[src/rtl/keypad_scanner.sv]
// 4x4 active-low matrix keypad scanner: column drive, row synchroniser, per-scan key census,
// debounce FSM and a four-deep history of accepted keys for the seven-segment display.
module keypad_scanner #(
  parameter int unsigned COL_CYCLES     = 100_000,
  parameter int unsigned DEBOUNCE_SCANS = 4
) (
  input  logic       clk,
  input  logic       rst_n,
  input  logic [3:0] row,
  output logic [3:0] col,
  output logic [3:0] key_code,
  output logic       key_valid,
  output logic       key_down,
  output logic [3:0] digit0,
  output logic [3:0] digit1,
  output logic [3:0] digit2,
  output logic [3:0] digit3
);

  localparam int unsigned TimerW = $clog2(COL_CYCLES);
  localparam int unsigned DcntW  = $clog2(DEBOUNCE_SCANS + 1);
  localparam logic [TimerW-1:0] TimerLast = TimerW'(COL_CYCLES - 1);
  localparam logic [DcntW-1:0]  DcntDone  = DcntW'(DEBOUNCE_SCANS);

  typedef enum logic [1:0] {StIdle, StDebounce, StPressed, StRelease} state_e;

  state_e            state_q, state_d;
  logic [3:0]        sync1_q, sync1_d, sync2_q, sync2_d;
  logic [TimerW-1:0] timer_q, timer_d;
  logic [1:0]        col_idx_q, col_idx_d;
  logic [1:0]        acc_cnt_q, acc_cnt_d;
  logic [3:0]        acc_code_q, acc_code_d;
  logic [DcntW-1:0]  dcnt_q, dcnt_d;
  logic [3:0]        cand_q, cand_d;
  logic [3:0]        key_code_q, key_code_d;
  logic              key_valid_q, key_valid_d;
  logic              key_down_q, key_down_d;
  logic [3:0]        digit0_q, digit0_d, digit1_q, digit1_d;
  logic [3:0]        digit2_q, digit2_d, digit3_q, digit3_d;

  logic [3:0]       pressed;
  logic [1:0]       first_row;
  logic [2:0]       col_cnt, scan_sum;
  logic [1:0]       scan_cnt;
  logic [3:0]       scan_code;
  logic             sample, scan_end, accept;
  logic [DcntW-1:0] dcnt_inc;

  function automatic logic [3:0] key_of(input logic [1:0] r, input logic [1:0] c);
    logic [3:0] k;
    unique case ({r, c})
      4'h0: k = 4'h1;  4'h1: k = 4'h2;  4'h2: k = 4'h3;  4'h3: k = 4'hA;
      4'h4: k = 4'h4;  4'h5: k = 4'h5;  4'h6: k = 4'h6;  4'h7: k = 4'hB;
      4'h8: k = 4'h7;  4'h9: k = 4'h8;  4'hA: k = 4'h9;  4'hB: k = 4'hC;
      4'hC: k = 4'h0;  4'hD: k = 4'hF;  4'hE: k = 4'hE;  4'hF: k = 4'hD;
      default: k = 4'h0;
    endcase
    return k;
  endfunction

  always_comb begin
    sync1_d     = row;
    sync2_d     = sync1_q;
    timer_d     = timer_q + 1'b1;
    col_idx_d   = col_idx_q;
    acc_cnt_d   = acc_cnt_q;
    acc_code_d  = acc_code_q;
    state_d     = state_q;
    dcnt_d      = dcnt_q;
    cand_d      = cand_q;
    key_code_d  = key_code_q;
    key_valid_d = 1'b0;
    key_down_d  = key_down_q;
    digit0_d    = digit0_q;
    digit1_d    = digit1_q;
    digit2_d    = digit2_q;
    digit3_d    = digit3_q;
    accept      = 1'b0;

    pressed   = ~sync2_q;
    first_row = 2'd0;
    for (int r = 3; r >= 0; r--) begin
      if (pressed[r]) first_row = 2'(r);
    end
    col_cnt   = 3'($countones(pressed));
    scan_sum  = {1'b0, acc_cnt_q} + col_cnt;
    scan_cnt  = (scan_sum >= 3'd2) ? 2'd2 : scan_sum[1:0];
    // Earlier columns win, so a code already captured is kept.
    scan_code = (acc_cnt_q != 2'd0) ? acc_code_q : key_of(first_row, col_idx_q);
    sample    = (timer_q == TimerLast);
    scan_end  = sample && (col_idx_q == 2'd3);
    dcnt_inc  = (dcnt_q >= DcntDone) ? dcnt_q : dcnt_q + 1'b1;

    if (sample) begin
      timer_d   = '0;
      col_idx_d = col_idx_q + 2'd1;
      if (scan_end) begin
        acc_cnt_d  = 2'd0;
        acc_code_d = 4'h0;
      end else begin
        acc_cnt_d  = scan_cnt;
        acc_code_d = scan_code;
      end
    end

    if (scan_end) begin
      unique case (state_q)
        StIdle: begin
          if (scan_cnt == 2'd1) begin
            cand_d = scan_code;
            dcnt_d = DcntW'(1);
            if (DEBOUNCE_SCANS <= 1) begin
              state_d = StPressed;
              accept  = 1'b1;
            end else begin
              state_d = StDebounce;
            end
          end
        end
        StDebounce: begin
          if (scan_cnt == 2'd1 && scan_code == cand_q) begin
            dcnt_d = dcnt_inc;
            if (dcnt_inc >= DcntDone) begin
              state_d = StPressed;
              accept  = 1'b1;
            end
          end else begin
            state_d = StIdle;
          end
        end
        StPressed: begin
          if (scan_cnt == 2'd0) begin
            dcnt_d = DcntW'(1);
            if (DEBOUNCE_SCANS <= 1) begin
              state_d    = StIdle;
              key_down_d = 1'b0;
            end else begin
              state_d = StRelease;
            end
          end
        end
        StRelease: begin
          if (scan_cnt == 2'd0) begin
            dcnt_d = dcnt_inc;
            if (dcnt_inc >= DcntDone) begin
              state_d    = StIdle;
              key_down_d = 1'b0;
            end
          end else begin
            state_d = StPressed;
          end
        end
        default: state_d = StIdle;
      endcase
    end

    if (accept) begin
      key_valid_d = 1'b1;
      key_code_d  = scan_code;
      key_down_d  = 1'b1;
      digit3_d    = digit2_q;
      digit2_d    = digit1_q;
      digit1_d    = digit0_q;
      digit0_d    = scan_code;
    end
  end

  always_ff @(posedge clk) begin
    if (!rst_n) begin
      state_q     <= StIdle;
      sync1_q     <= 4'hF;
      sync2_q     <= 4'hF;
      timer_q     <= '0;
      col_idx_q   <= 2'd0;
      acc_cnt_q   <= 2'd0;
      acc_code_q  <= 4'h0;
      dcnt_q      <= '0;
      cand_q      <= 4'h0;
      key_code_q  <= 4'h0;
      key_valid_q <= 1'b0;
      key_down_q  <= 1'b0;
      digit0_q    <= 4'h0;
      digit1_q    <= 4'h0;
      digit2_q    <= 4'h0;
      digit3_q    <= 4'h0;
    end else begin
      state_q     <= state_d;
      sync1_q     <= sync1_d;
      sync2_q     <= sync2_d;
      timer_q     <= timer_d;
      col_idx_q   <= col_idx_d;
      acc_cnt_q   <= acc_cnt_d;
      acc_code_q  <= acc_code_d;
      dcnt_q      <= dcnt_d;
      cand_q      <= cand_d;
      key_code_q  <= key_code_d;
      key_valid_q <= key_valid_d;
      key_down_q  <= key_down_d;
      digit0_q    <= digit0_d;
      digit1_q    <= digit1_d;
      digit2_q    <= digit2_d;
      digit3_q    <= digit3_d;
    end
  end

  assign col       = ~(4'b0001 << col_idx_q);
  assign key_code  = key_code_q;
  assign key_valid = key_valid_q;
  assign key_down  = key_down_q;
  assign digit0    = digit0_q;
  assign digit1    = digit1_q;
  assign digit2    = digit2_q;
  assign digit3    = digit3_q;

endmodule

[config.mk]
export PLATFORM = sky130hd
export DESIGN_NAME = keypad_scanner
export DESIGN_NICKNAME = d
export VERILOG_FILES = /design/src/rtl/keypad_scanner.sv
export SDC_FILE = /design/constraint.sdc
export NUM_CORES = 1
export LEC_CHECK = 0
export ABC_CLOCK_PERIOD_IN_PS = 4200
export CAP_MARGIN = 0
export CORE_ASPECT_RATIO = 0.5
export CORE_UTILIZATION = 50
export DETAILED_ROUTE_END_ITERATION = 16
export PLACE_DENSITY = 0.72
export SETUP_SLACK_MARGIN = 0.5
export SLEW_MARGIN = 10
export SYNTH_ARGS = -nofsm -noshare
export SYNTH_HDL_FRONTEND = slang
export SYNTH_SLANG_ARGS = --single-unit
[constraint.sdc]
create_clock -name clk -period 4.2 [get_ports clk]
set_input_delay 1.05 -clock clk [delete_from_list [all_inputs] [get_ports clk]]
set_output_delay 1.05 -clock clk [all_outputs]
set_load 0.02 [all_outputs]
======== Yosys cells after proc, flatten, opt, wreduce, memory -nomap -nowiden ========
Memories as Yosys holds them, arrays and structs flattened.
Index checks and enable logic that the tools add are counted.
W data, S select, Z words.
storage, ports and cells
  word-level logic and storage cells ...... 88
  memory bits (read-only) ................. 64
  input port bits ......................... 6
  latch bits .............................. 0
  bits in writable memories ............... 0
  output and inout bits ................... 26
  register bits after elaboration ......... 60
  memories ................................ 1
memories
  memory            depth  bits a word  rd ports  clocked after Yosys merged registers in  wr ports  line  text
  (name not given)  16     4            1         0                                        0         51    unique case ({r, c})
cells by class
  multiply operators ...................... 0
  eq/ne operators ......................... 13
  shifts and indexed selects .............. 1
  divide/modulo/power cells ............... 0
  multiplexer cells ....................... 31
  $lt $le $gt $ge ......................... 3
  reductions and logical operators ........ 14
  bitwise gates (word level) .............. 3
  add/subtract/negate cells ............... 7
operators by type and width
  operator                 number
  $mux W2                  12
  $add A17 B1 Y17 const B  1
  $eq A17 B17 Y1 const B   1
  $mux W3                  5
  $pmux W3 S4              1
  $mux W1                  10
  $reduce_and A5 Y1        2
  $reduce_bool A2 Y1       5
  $mux W4                  2
  $ne A2 B2 Y1 const B     4
  $not A4 Y4               2
  $pmux W2 S4              1
  $eq A2 B2 Y1 const B     3
  $ge A3 B3 Y1 const B     2
  $ne A3 B3 Y1 const B     2
  $add A1 B1 Y2            2
  $eq A2 B1 Y1 const B     2
  $eq A4 B4 Y1             1
  $logic_not A2 Y1         2
  $reduce_and A4 Y1        1
  $shl A1 B2 Y4 const A    1
  $add A2 B2 Y3            1
  $add A2 B3 Y3            1
  $add A3 B1 Y3 const B    1
  other kinds (6)          7

======== Logic depth before layout (Yosys ltp) ========
An unclocked memory read counts as a cell.
  depth in word-level cells ............... 14
  gate-level depth with buffers ........... 12
  depth with buffers taken out ............ 11

======== Worst setup path before layout ========
No wires, ideal clock.
  kind .................................... reg2reg
  start ................................... register acc_cnt_q[0]
  end ..................................... register state_q[0]
  clock period less this slack ............ 3514 ps
  setup time .............................. 77 ps
  data arrival time ....................... 3437 ps
  slack ................................... 686 ps
  path buffers ............................ 0
  data required time ...................... 4123 ps
  cell stages (with the launch flop) ...... 12
  cells stage by stage .................... dfxtp_1 inv_1 fa_1 inv_1 fa_1 fa_1 nor3b_2 o21ai_0 a311o_1 a211o_1 or3_1 a41oi_2
between the ends
  cells in the longest elaborated chain, start to end .. 7
  elaborated cells between the ends (all ways) .. 17
  classes of those cells .................. 1 x add/sub; 1 x order compare; 6 x eq/ne; 5 x mux; 4 x reduce/logical
ends and longest elaborated chain
  item                                                        line      text
  start, declared                                             31        logic [1:0] acc_cnt_q, acc_cnt_d;
  start signal, assigned                                      192       acc_cnt_q <= acc_cnt_d;
  $add A2 B3 Y3                                               86        scan_sum = {1'b0, acc_cnt_q} + col_cnt;
  $ge A3 B2 Y1                                                87        scan_cnt = (scan_sum >= 3'd2) ? 2'd2 : scan_sum[1:0];
  $mux W2                                                     87
  $eq A2 B1 Y1                                                109, 121
  $logic_and A1 B1 Y1                                         121       if (scan_cnt == 2'd1 && scan_code == cand_q) begin
  $ne A3 B3 Y1 (no line) or $mux W2 (tied branches)           n/a
  $reduce_and A5 Y1 (no line) or $pmux W2 S4 (tied branches)  n/a
  end signal, assigned                                        170       state_q <= StIdle;
  end signal, assigned                                        187       state_q <= state_d;
  end, declared                                               27        state_e state_q, state_d;
Several ways; a longest one is shown, not always the timed one.
A chain may end at the register's enable or synchronous reset.

======== Final worst setup path ========
Same ends and word-level chain as after synthesis.

==> flow_summary.ini <==
[synthesis]
yosysWarnings = 0
synth_top_family_by_area = simple AND/OR/NAND/NOR gates
synth.most_common_cell = dfxtp_1
synth_flop_cell = dfxtp_1
synth_top_area_share_pct = 40.2
synth_area_leader_cell = dfxtp_1
syn-num-nets = 344
syn-cell-area_sq_um = 2990
yosysSeqAreaShare_pct = 40.2
synth_compound_area_share_pct = 12.5
post_synth_fa_ha_maj_area_fraction_pct = 5.36
synth_xor_area_share_pct = 4.11
synth_cell_type_count = 61
synth_mux_area_share_pct = 7.42
async_reset_ff_share_pct = 0
synth_edf_count = 0
ys_seq_elements = 60
synth_commonest_cells = dfxtp_1, nor2_1, nand2_1
synthTopCellsByArea = dfxtp_1, mux2i_1, nor2_1
synthCells = 327
synthSimpleGateAreaFrac_pct = 24.6
syn_avg_cell_area_sq_um = 9.13

[global_routing]
grt_pass1_wl_um = 10900
track_usage_pct = 22.3
antenna_found_initial = 0
grt_max_degree = 29
grt_pass1_vias = 2293
grt-ovfl-total = 0

[cells_and_area]
layout.cells.non_filler = 435
fin_nets = 374
post-route-util_pct = 64.9
syn_to_final_growth_pct = 21.9
num_antenna_cells = 0
drive_gt1_share_pct = 10.2
fill_cells = 468

[clock_tree]
clk_pin_slew_ns = 0.05
htreeDepth = 3
cts_hold_repair.buffers = 0
clockBufferDepth = 2
numCtsBuffers = 9
cts.root.buffer_cell = clkbuf_16
clk-insertion-delay-late_ns = 0.33
cts_tree = built
clock-sinks = 60

[sta]
finalCriticalPeriod_ns = 3.53
rsz0062_at_grt = no
slew_viol_final = 0
tns_ns = 0
postLayoutSetupSlackWorst_ns = 0.674
period_share_pct = 83.9
slew_headroom_pct = 56.9
setup_viol = 0
timing_hold_violations_final = 0
final.setup_skew_ns = 0.00851
worst_pin_slew_ns = 0.644
fmax_ghz = 0.284

[critical_path]
worst_r2r_path_depth = 11
worst_ep_arrival_time_ns = 3.78
cpMostUsedCell = fa_1
startpoint_type = register
critical_path.max_fanout = 7
crit_buf_inv = 2
crit_required_ns = 4.45
path_class = reg2reg
critPathCaptureType = register
cp_top_family = adder cells
path_cells = inv_1 > fa_1 > inv_1 > fa_1 > fa_1 > nor3b_2 > o21ai_0 > a311o_1 > a211o_1 > or3_1 > a41oi_2
r2r_start = acc_cnt_q[0]$_SDFFE_PN0N_
cp_slowest_stage_delay_ns = 0.50
r2r_end = state_q[0]$_SDFFE_PN0P_
slowest_stage = fa_1
r2r_slack_ns = 0.67

[power]
p_clk_share_pct = 54.4
combinationalPowerShare_pct = 5.2
ir_drop_mv = 0.260
p_switching_mw = 0.315
p_sw_share_pct = 21.9
p_seq_share_pct = 40.4
p_leak_nw = 1.50
powerDensity_nw_per_um2 = 396
p_int_mw = 1.13

[floorplanning]
die_w_um = 111
start_util_pct = 53.2
core_sq_um = 5610
dieArea_sq_um = 6300
pin_count = 32
std_cell_rows = 19
die_h_um = 56.6

[min_path]
hold_class = reg2reg
holdPathEnd = sync2_q[0]$_SDFF_PN1_
min_path_cells = 1
min_from = sync1_q[0]$_SDFF_PN1_

[detailed_routing]
drc = 0
antenna_left = 0
drt_iter0_markers = 118
drt-total-wl_um = 6550
drt-vias-per-instance = 5.55
dr.pass1.iters = 4
wl_per_cell_um = 15.1
vias = 2413

[placed_design]
place_hpwl_um = 4490
dp.cells = 417
pre_cts_ws_ns = 0.512
place.port_buffers = 31
gp_congestion = 0.874

[run_status]
status = finished clean

[run]
drv_cap = 0
==> cell type report <==
type	instances	area, sq um	share of cell area [%]
Timing Repair Buffer	35	353	9.69
Multi-Input combinational cell	234	1610	44.3
Clock buffer	10	229	6.29
Tap cell	73	91.3	2.51
Clock inverter	6	88.8	2.44
Inverter	17	63.8	1.75
Sequential cell	60	1200	33.0
==> worst register-to-register path, delay by kind of cell, from the launching register on <==
kind            cells  cell delay [ns]
simple gates        2             0.58
buf+inv             2             0.13
compound gates      4             1.00
fa+ha+maj           3             1.36
flops               1             0.39
==> state kept, by name, summed over array words and instances, names as in the netlist <==
signal,cells
acc_cnt_q,2
acc_code_q,4
cand_q,4
col_idx_q,2
dcnt_q,3
digit0,4
digit1,4
digit2,4
digit3,4
key_down,1
key_valid,1
state_q,2
sync1_q,4
sync2_q,4
timer_q,17
==> per-stage QoR <==
stage | hold WS (ns) | total power [mW] | area (sq um)
4_1_cts | 0.404 | 1.45 | 3610
5_1_grt | 0.424 | 1.49 | 3640
6_report | 0.403 | 1.44 | 3640
3_3_place_gp | 0.391 | 0.664 | 3290
2_1_floorplan | 0.386 | 0.649 | 2990
3_5_place_dp | 0.392 | 0.665 | 3290
==> worst max path at each step <==
stage / end / startpoint / cells past startpoint / slack, ns
final: state_q[0]$_SDFFE_PN0P_ / acc_cnt_q[0]$_SDFFE_PN0N_ / 11 / 0.67
after global routing: dcnt_q[0]$_SDFFE_PN0P_ / acc_cnt_q[0]$_SDFFE_PN0N_ / 11 / 0.53
after CTS: digit0[1]$_SDFFE_PN0P_ / acc_cnt_q[0]$_SDFFE_PN0N_ / 11 / 0.50
after detailed placement: digit0[2]$_SDFFE_PN0P_ / acc_cnt_q[0]$_SDFFE_PN0N_ / 11 / 0.51
after global placement: digit2[0]$_SDFFE_PN0P_ / acc_cnt_q[0]$_SDFFE_PN0N_ / 11 / 0.58
after floorplan: state_q[0]$_SDFFE_PN0P_ / acc_cnt_q[0]$_SDFFE_PN0N_ / 11 / 0.69
==> cell families after synthesis <==
logic type                 Yosys count
and+or+nand+nor                    138
DFF                                 60
AOI/OAI and AO/OA                   49
buffers and inverters               33
muxes                               22
xor gates and xnor gates            14
adders and majority gates           11
==> layer usage <==
metal  track usage (%)  part of all wire [%]  up-vias  wire [um]
met2              34.5                    44       66       2880
met4              4.83                  0.73        0         48
met5                 0                     0        -          0
met1              30.1                    50     1141       3250
li1                  -                     -     1200          -
met3              7.88                   5.7        6        371
==> power by group through the flow <==
stage	sequential [mW]	combinational, mW	clock, mW
floorplan	0.592	0.0572	0
global placement	0.594	0.0699	0
detailed placement	0.594	0.0714	0
CTS	0.582	0.0721	0.795
global route	0.583	0.0822	0.829
finish	0.582	0.0748	0.785
==> what timing repair did <==
action	in CTS	in global routing
setup buffers	0	2
resized for setup	0	1
setup endpoints to repair	0	21
==> cells in the final DEF (no fill, tap or decap), types with 5 or more instances in the layout <==
master           count
dfxtp_1             59
nand4_1              8
xor2_1              11
or3_1                5
o21ai_0              9
clkdlybuf4s50_1     31
nand3_1             11
nor2_1              36
clkbuf_16            9
nand2_1             34
nand2b_1            11
inv_1               17
ha_1                 8
mux2i_1             21
a21oi_1             12
Note: power is estimated with default switching activity, not from simulation.
